## src/rtl/sparse_pkg.sv

```systemverilog
// Shared definitions for the sparse CIM datapath: FSM state encoding and
// default geometry used by the expander, MAC array and index generator.
package sparse_pkg;

    localparam int unsigned DEF_MAC_COUNT   = 256;
    localparam int unsigned DEF_DATA_WIDTH  = 8;
    localparam int unsigned DEF_INDEX_WIDTH = $clog2(DEF_MAC_COUNT);

    typedef enum logic [1:0] {
        StIdle,
        StFill,
        StDrain
    } state_e;

endpackage

```

## src/rtl/sparse_expand_buffer.sv

```systemverilog
// Dense scatter buffer: value register file plus an occupancy bitmap.
// The bitmap is cleared in one cycle, so stale values never need a sweep;
// unoccupied positions read back as zero.
module sparse_expand_buffer
    import sparse_pkg::*;
#(
    parameter int unsigned MAC_COUNT   = DEF_MAC_COUNT,
    parameter int unsigned DATA_WIDTH  = DEF_DATA_WIDTH,
    parameter int unsigned INDEX_WIDTH = DEF_INDEX_WIDTH
) (
    input  logic                   clk,
    input  logic                   rst,
    input  logic                   clear,
    input  logic                   wr_en,
    input  logic [INDEX_WIDTH-1:0] wr_addr,
    input  logic [DATA_WIDTH-1:0]  wr_data,
    input  logic [INDEX_WIDTH-1:0] rd_addr,
    output logic [DATA_WIDTH-1:0]  rd_data
);

    logic [DATA_WIDTH-1:0] mem_q [MAC_COUNT];
    logic [MAC_COUNT-1:0]  bitmap_q;

    // Value storage needs no reset: the bitmap masks anything stale.
    always_ff @(posedge clk) begin
        if (wr_en) begin
            mem_q[wr_addr] <= wr_data;
        end
    end

    // Occupancy tracking with single-cycle clear-all.
    always_ff @(posedge clk) begin
        if (rst || clear) begin
            bitmap_q <= '0;
        end else if (wr_en) begin
            bitmap_q[wr_addr] <= 1'b1;
        end
    end

    // Read port returns zero for positions not written this frame.
    always_comb begin
        rd_data = bitmap_q[rd_addr] ? mem_q[rd_addr] : '0;
    end

endmodule

```

## src/rtl/sparse_csr_expander.sv

```systemverilog
// CSR sparse-to-dense expander: takes a header with the non-zero count, then
// strictly increasing (index, value) pairs, and streams the dense vector out
// one element per cycle with zeros at skipped positions.
module sparse_csr_expander
    import sparse_pkg::*;
#(
    parameter int unsigned MAC_COUNT   = DEF_MAC_COUNT,
    parameter int unsigned DATA_WIDTH  = DEF_DATA_WIDTH,
    parameter int unsigned INDEX_WIDTH = DEF_INDEX_WIDTH
) (
    input  logic                   clk,
    input  logic                   rst,
    input  logic                   hdr_valid,
    output logic                   hdr_ready,
    input  logic [INDEX_WIDTH:0]   hdr_count,
    input  logic                   in_valid,
    output logic                   in_ready,
    input  logic [INDEX_WIDTH-1:0] in_index,
    input  logic [DATA_WIDTH-1:0]  in_value,
    output logic                   out_valid,
    input  logic                   out_ready,
    output logic [DATA_WIDTH-1:0]  out_data,
    output logic [INDEX_WIDTH-1:0] out_index,
    output logic                   out_last,
    output logic                   busy,
    output logic                   frame_done,
    output logic [INDEX_WIDTH:0]   nnz_count,
    output logic                   err
);

    localparam logic [INDEX_WIDTH:0]   MaxCount = (INDEX_WIDTH + 1)'(MAC_COUNT);
    localparam logic [INDEX_WIDTH:0]   CntOne   = (INDEX_WIDTH + 1)'(1);
    localparam logic [INDEX_WIDTH-1:0] PtrOne   = INDEX_WIDTH'(1);
    localparam logic [INDEX_WIDTH-1:0] LastPtr  = INDEX_WIDTH'(MAC_COUNT - 1);

    state_e                 state_q;
    logic [INDEX_WIDTH-1:0] rd_ptr_q;
    logic [INDEX_WIDTH-1:0] last_idx_q;
    logic [INDEX_WIDTH:0]   target_q;
    logic [INDEX_WIDTH:0]   received_q;
    logic [INDEX_WIDTH:0]   nnz_q;
    logic                   err_q;
    logic                   frame_done_q;

    logic                   hdr_fire;
    logic                   wr_en;
    logic [INDEX_WIDTH:0]   target_d;
    logic [DATA_WIDTH-1:0]  rd_data;

    // Handshake decode and order check; readies depend on state only.
    always_comb begin
        hdr_ready = (state_q == StIdle);
        in_ready  = (state_q == StFill);
        out_valid = (state_q == StDrain);
        busy      = (state_q != StIdle);
        hdr_fire  = hdr_ready && hdr_valid;
        target_d  = (hdr_count > MaxCount) ? MaxCount : hdr_count;
        // First entry of a frame may land anywhere; later ones must climb.
        wr_en     = in_ready && in_valid && ((nnz_q == '0) || (in_index > last_idx_q));
        out_data  = out_valid ? rd_data : '0;
        out_index = rd_ptr_q;
        out_last  = out_valid && (rd_ptr_q == LastPtr);
    end

    assign frame_done = frame_done_q;
    assign nnz_count  = nnz_q;
    assign err        = err_q;

    // Frame FSM with counters, error flag and done pulse.
    always_ff @(posedge clk) begin
        if (rst) begin
            state_q      <= StIdle;
            rd_ptr_q     <= '0;
            last_idx_q   <= '0;
            target_q     <= '0;
            received_q   <= '0;
            nnz_q        <= '0;
            err_q        <= 1'b0;
            frame_done_q <= 1'b0;
        end else begin
            frame_done_q <= 1'b0;
            unique case (state_q)
                StIdle: begin
                    if (hdr_fire) begin
                        rd_ptr_q   <= '0;
                        received_q <= '0;
                        nnz_q      <= '0;
                        err_q      <= (hdr_count > MaxCount);
                        target_q   <= target_d;
                        state_q    <= (target_d == '0) ? StDrain : StFill;
                    end
                end
                StFill: begin
                    if (in_valid) begin
                        received_q <= received_q + CntOne;
                        if (wr_en) begin
                            nnz_q      <= nnz_q + CntOne;
                            last_idx_q <= in_index;
                        end else begin
                            // Dropped entries still count toward the target.
                            err_q <= 1'b1;
                        end
                        if ((received_q + CntOne) == target_q) begin
                            state_q <= StDrain;
                        end
                    end
                end
                StDrain: begin
                    if (out_ready) begin
                        rd_ptr_q <= rd_ptr_q + PtrOne;
                        if (rd_ptr_q == LastPtr) begin
                            state_q      <= StIdle;
                            frame_done_q <= 1'b1;
                        end
                    end
                end
                default: state_q <= StIdle;
            endcase
        end
    end

    sparse_expand_buffer #(
        .MAC_COUNT  (MAC_COUNT),
        .DATA_WIDTH (DATA_WIDTH),
        .INDEX_WIDTH(INDEX_WIDTH)
    ) u_buffer (
        .clk    (clk),
        .rst    (rst),
        .clear  (hdr_fire),
        .wr_en  (wr_en),
        .wr_addr(in_index),
        .wr_data(in_value),
        .rd_addr(rd_ptr_q),
        .rd_data(rd_data)
    );

endmodule

```

## config.mk

```make
export PLATFORM = sky130hd
export DESIGN_NAME = sparse_csr_expander
export DESIGN_NICKNAME = d
export VERILOG_FILES = /design/src/rtl/sparse_pkg.sv /design/src/rtl/sparse_expand_buffer.sv /design/src/rtl/sparse_csr_expander.sv
export SDC_FILE = /design/constraint.sdc
export NUM_CORES = 2
export LEC_CHECK = 0
export CAP_MARGIN = 20
export CELL_PAD_IN_SITES_DETAIL_PLACEMENT = 1
export CELL_PAD_IN_SITES_GLOBAL_PLACEMENT = 2
export CORE_MARGIN = 4
export CORE_UTILIZATION = 50
export DETAILED_ROUTE_END_ITERATION = 7
export DONT_BUFFER_PORTS = 1
export PLACE_DENSITY = 0.92
export SLEW_MARGIN = 20
export SYNTH_ARGS = -nofsm -noshare
export SYNTH_HDL_FRONTEND = slang
export SYNTH_HIERARCHICAL = 1
export SYNTH_SLANG_ARGS = --single-unit
export TNS_END_PERCENT = 1
```

## constraint.sdc

```tcl
create_clock -name clk -period 5 [get_ports clk]
set_input_delay 0.75 -clock clk [delete_from_list [all_inputs] [get_ports clk]]
set_output_delay 0.75 -clock clk [all_outputs]
set_load 0.03 [all_outputs]
```

After elaboration in Yosys (flattened, before gate mapping)
Memory sizes are Yosys's and may differ from the RTL's. A register that Yosys moved wholly into a read port is not among the register bits.
Cells that the tools add are included.
{"block": "totals", "register_bits": 303, "latch_bits": 0, "ramBits": 2048, "rom_bits": 0, "out_inout_bits": 32, "word_cells": 85, "mem_count": 1}
{"name": "u_buffer.mem_q", "depth": 256, "width": 8, "read_ports": 1, "rd_clocked_by_memory_dff": 1, "wr": 1, "line_no": "sparse_expand_buffer.sv:21", "source": "logic [DATA_WIDTH-1:0] mem_q [MAC_COUNT];"}
{"block": "classes", "n_addsub": 3, "mul": 0, "div": 0, "n_lt_le_gt_ge": 5, "eq_ne": 11, "shift": 0, "mux": 32, "bitwise": 3, "n_reduce_logical": 21}
{"cell": "$or A256 B256 Y256", "n": 1}
{"cell": "$mux W8", "n": 6}
{"cell": "$mux W9", "n": 5}
{"cell": "$pmux W9 S2", "n": 2}
{"cell": "$add A9 B1 Y9 const B", "n": 2}
{"cell": "$logic_not A9 Y1", "n": 2}
{"cell": "$lt A8 B9 Y1 const B", "n": 2}
{"cell": "$pmux W8 S2", "n": 1}
{"cell": "$mux W2", "n": 6}
{"cell": "$ne A2 B1 Y1 const B", "n": 5}
{"cell": "$eq A9 B9 Y1", "n": 1}
{"cell": "$gt A9 B9 Y1 const B", "n": 1}
{"cell": "$reduce_and A3 Y1", "n": 3}
{"cell": "$add A8 B1 Y8 const B", "n": 1}
{"cell": "$bmux W1 S8", "n": 1}
{"cell": "$demux W1 S8", "n": 1}
{"cell": "$eq A8 B8 Y1 const B", "n": 1}
{"cell": "$ge A8 B1 Y1 const B", "n": 1}
{"cell": "$gt A8 B8 Y1", "n": 1}
{"cell": "$mux W1", "n": 8}
{"cell": "$reduce_and A4 Y1", "n": 2}
{"cell": "$pmux W2 S3", "n": 1}
{"cell": "$reduce_bool A2 Y1", "n": 3}
{"cell": "$logic_and A1 B1 Y1", "n": 5}
{"cell": "other kinds (10)", "n": 13}

Logic depth before layout (Yosys ltp)
{"block": "logic_depth", "word_depth": 6, "depth_mapped": 16, "ltp_nobuf": 13}

Modules after synthesis
Netlist, hierarchy kept.
{"mod": "sparse_expand_buffer", "n_inst": 1, "cells_per_inst": 5009, "area_per_inst_um2": 89882.5}
{"mod": "sparse_csr_expander", "n_inst": 1, "cells_per_inst": 314, "area_per_inst_um2": 2572.5}

Least setup slack after synthesis
Ideal clock, no wire load.
{"block": "synth_path", "path_kind": "register -> output", "start": "register rd_ptr_q[0] (netlist: out_index[0])", "end": "output port out_data[7]", "arrival_ns": 2.880, "path_slack_ns": 1.370, "stages_incl_launch_ff": 12, "path_cell_list": "dfxtp_1 buf_6 buf_8 buf_2 mux4_2 mux2_2 a221oi_1 o31ai_1 nor3_1 nand4b_1 a21oi_1 and2_1"}
{"block": "synth_between", "elab_chain_len": 4}
{"element": "start: declaration", "line_no": "sparse_csr_expander.sv:37", "source": "logic [INDEX_WIDTH-1:0] rd_ptr_q;"}
{"element": "start signal: assignment", "line_no": "sparse_csr_expander.sv:110", "source": "rd_ptr_q <= rd_ptr_q + PtrOne;"}
{"element": "$bmux W1 S8", "line_no": "sparse_expand_buffer.sv:42", "source": "rd_data = bitmap_q[rd_addr] ? mem_q[rd_addr] : '0;"}
{"element": "$mux W1 (implied by the code)", "line_no": "sparse_expand_buffer.sv:42"}
{"element": "$mux W8", "line_no": "sparse_expand_buffer.sv:42"}
{"element": "named net rd_data[7]", "line_no": "sparse_csr_expander.sv:48", "source": "logic [DATA_WIDTH-1:0] rd_data;"}
{"element": "$mux W8", "line_no": "sparse_csr_expander.sv:60", "source": "out_data = out_valid ? rd_data : '0;"}
{"element": "end: declaration", "line_no": "sparse_csr_expander.sv:22", "source": "output logic [DATA_WIDTH-1:0] out_data,"}
The timed path passes the listed nets, and every way through them passes these cells. The select of a mux whose other input is x is not followed.

Worst setup path after layout
{"block": "layout_path", "start": "register rd_ptr_q[1] (netlist: out_index[1])", "end": "output port out_data[5]"}
The elaborated chain is that of the path after synthesis.

==> results.yml <==
worst_setup_path:
  cp-start-kind: "flip-flop"
  rr_worst_depth: 12
  worstReg2RegEnd: "u_buffer/bitmap_q[72]"
  end_kind: "output pin"
  crit_end: "out_data[5]"
  critPathSlowestCell: "mux4_2"
  cpPeakStageDelay_ns: 0.56
  worstPathCellList: "buf_12, buf_16, mux4_2, mux2i_2, o21ai_0, nor4_1, o41ai_2, buf_4, o21ai_2, buf_6, a21oi_4, buf_4, and2_1, buf_12"
  crit_path_start: "out_index[1]"
  arrival_ns: 4.33
  r2r_setup_slack_ns: 0.72
  worstReg2RegStart: "last_idx_q[5]"
  worstPathMaxFanout: 25
  crit_required_ns: 4.25
  criticalPathCategory: "flip-flop to output pin"
job:
  cap_violations: 0
cts:
  cts-root-buf: "clkbuf_16"
  htree_num_levels: 4
  cts_buffers: 224
  clock_sinks: 2351
  insertion_delay_ns: 0.87
  cts_buffer_depth: 3
  tritoncts: "built"
  path_clk_slew_ns: 0.07
pwr:
  power_density_mw_per_mm2: 369
  peakVddDrop_mv: 0.456
  p_leak_nw: 32.8
finish:
  final-instance-count-excl-fill: 8313
  drive_gt1_share_pct: 22.8
  fill_cells: 16110
  final_util_pct: 58.2
  nets: 5676
  syn_to_final_growth_pct: 15.5
  post-route-cell-area_mm2: 0.107
sta:
  post-route-min-period_ns: 5.08
  finalSetupViolations: 8
  min_period_over_period_pct: 102
  slew_violations: 0
  hold_viol: 0
  max-slew-margin-rel_pct: 16.9
  max_clock_freq_mhz: 197
  worst_pin_slew_ns: 1.24
  skew_ns: 0.0593
  rsz0062_at_grt: "yes"
  layout_setup_ws_ns: -0.0799
synthesis:
  synthAdderAreaFrac_pct: 0.162
  synth_top_area_share_pct: 66.5
  synth_area_per_cell_um2: 17.4
  synth_top_family_by_area: "multiplexers"
  synthCells: 5323
  synth-simple-area-share_pct: 5.10
  synthXorXnorAreaFrac_pct: 0.218
  synth_seq_area_share_pct: 73.1
  ys.flop_type: "edfxtp_1"
  netlist_top_cells_area: "edfxtp_1, mux4_2, dfxtp_1, mux2i_1, nor2_1"
  synth-edff-count: 2048
  synth-compound-area-share_pct: 4.89
  ys_types: 78
  netlist_top_cells_count: "edfxtp_1, nor2_1, mux2i_1"
  synth_top_area_cell: "edfxtp_1"
  synth_most_common_cell: "edfxtp_1"
  synthesis.nets: 5365
  async_flop_share_pct: 0
  muxShareOfSynthArea_pct: 14.2
  synth_seq_cells: 2351
  yosysWarnings: 6
  syn_area_mm2: 0.0925
die:
  die_w_um: 438
  io_pins: 62
  die_height_um: 438
  start_util_pct: 50.4
  coreArea_mm2: 0.183
  rows: 157
  dieArea_mm2: 0.192
route:
  drt_iter0_drc: 8217
  finalWirelength_um: 302000
  routed_via_density: 6.77
  ant_nets: 0
  routedWlPerCell_um: 36.3
  via_count: 56298
  drc: 1
  firstDrtPassIters: 8
place:
  dp.final_hpwl_um: 169000
  routabilityCongestion: 0.906
  placed_area_mm2: 0.0964
  dp_cells: 7759
  numPortBuffers: 0
  place_ws_ns: 0.0323
grt:
  grt_max_degree: 257
  grt_pass1_vias: 57717
  grt_pass1_wl_um: 427000
  grt_usage_pct: 30.8
  overflow: 0
  antenna_found_initial: 9
worst_hold_path:
  hold_class: "primary input to flip-flop"
  holdPathStages: 2
run_status:
  violations: "DRC, setup timing"
  run_status: "finished, violations left"
power by group:
group | leakage, nW | internal (W) | switching [W]
clock network | 3.70 | 0.00998 | 0.00776
registers | 20.8 | 0.0213 | 0.0000156
logic | 8.21 | 0.0000872 | 0.000223
total | 32.8 | 0.0314 | 0.00800
layout by cell type (no fill, tap or decap), drive strengths merged, types with 10 or more instances in the layout:
cell | synthesis | layout
a211o | 10 | 10
a211oi | 20 | 20
a21oi | 138 | 138
a221oi | 10 | 10
and2 | 16 | 16
and3 | 10 | 10
buf | 155 | 378
bufinv | 0 | 27
clkbuf | 171 | 299
clkinv | 1 | 87
clkinvlp | 0 | 12
dfxtp | 303 | 303
diode | 0 | 15
dlygate4sd3 | 0 | 17
edfxtp | 2048 | 2048
ha | 12 | 12
inv | 22 | 32
mux2 | 16 | 16
mux2i | 462 | 462
mux4 | 369 | 369
nand2 | 85 | 85
nand3 | 42 | 42
nand4 | 19 | 19
nor2 | 783 | 783
nor2b | 16 | 16
nor3 | 75 | 75
nor4 | 12 | 12
o21ai | 50 | 50
o21ba | 29 | 29
o221ai | 189 | 189
o22ai | 116 | 116
o31ai | 12 | 12
xnor2 | 10 | 10
xor2 | 13 | 13
what timing repair did:
item | CTS | global route
pin swaps | 31 | 50
endpoints found under the hold margin | 37 | 10
gates resized for setup | 159 | 108
setup endpoints to repair | 8 | 8
setup buffers | 32 | 47
cloned | 13 | 8
hold buffers | 13 | 4
registers in the layout (all words and copies together), names as in the netlist:
| signal | count |
|---|---|
| out_index | 8 |
| nnz_count | 9 |
| u_buffer/mem_q | 2048 |
| last_idx_q | 8 |
| frame_done | 1 |
| state_q | 2 |
| received_q | 9 |
| target_q | 9 |
| err | 1 |
| u_buffer/bitmap_q | 256 |
metal layers:
layer | global-route usage (%) | vias to the layer above | part of all wire, %
met5 | 0 | - | 0.0053
met4 | 16.4 | 2 | 6.3
met3 | 7.81 | 981 | 11
met2 | 49.6 | 4206 | 48
met1 | 38.6 | 29275 | 34
li1 | - | 21834 | -
kinds of logic (layout without fill, tap and decap cells):
| kind of cell | Yosys count | count (layout) |
|---|---|---|
| compound gates | 629 | 629 |
| buf+inv | 350 | 861 |
| simple gates | 1111 | 1111 |
| xor+xnor | 23 | 23 |
| mux | 847 | 847 |
| fa+ha+maj | 12 | 12 |
| flops | 2351 | 2351 |
| other cells | 0 | 15 |
final cells by class:
class                   instances  area, µm²  share of cell area [%]
clock inverters               135       1540                    1.45
multi-input cells            2622      23800                    22.3
diodes                         15       37.5                  0.0352
clock buffers                 291       6060                    5.67
flip-flops and latches       2351      67600                    63.3
inverters                      23       93.8                  0.0879
repair buffers                412       4560                    4.27
well taps                    2464       3080                    2.89
worst max-delay path: cells and delay by family, from the launching register on:
family,cells,cell delay [ns]
buf+inv,6,1.07
simple gates,2,0.57
mux,2,0.79
compound gates,4,0.54
flops,1,0.46
worst min-delay path by stage:
stage / start / endpoint / slack [ns]
finish: in_index[2] / last_idx_q[2] / 0.06
global route: in_value[2] / u_buffer/mem_q[113][2] / 0.04
CTS: in_index[2] / last_idx_q[2] / 0.008
detailed placement: u_buffer/bitmap_q[222] / u_buffer/bitmap_q[222] / 0.46
global placement: u_buffer/bitmap_q[115] / u_buffer/bitmap_q[115] / 0.44
floorplan: u_buffer/bitmap_q[115] / u_buffer/bitmap_q[115] / 0.43
per-stage QoR:
stage               hold WS, ns  TNS [ns]  power, W
CTS                     0.00815   -0.0155    0.0394
global placement          0.442         0    0.0220
detailed placement        0.459         0    0.0220
global route             0.0419    -0.569    0.0404
finish                   0.0557    -0.325    0.0394
floorplan                 0.432         0    0.0219
Power figures use the tool's default switching activity.
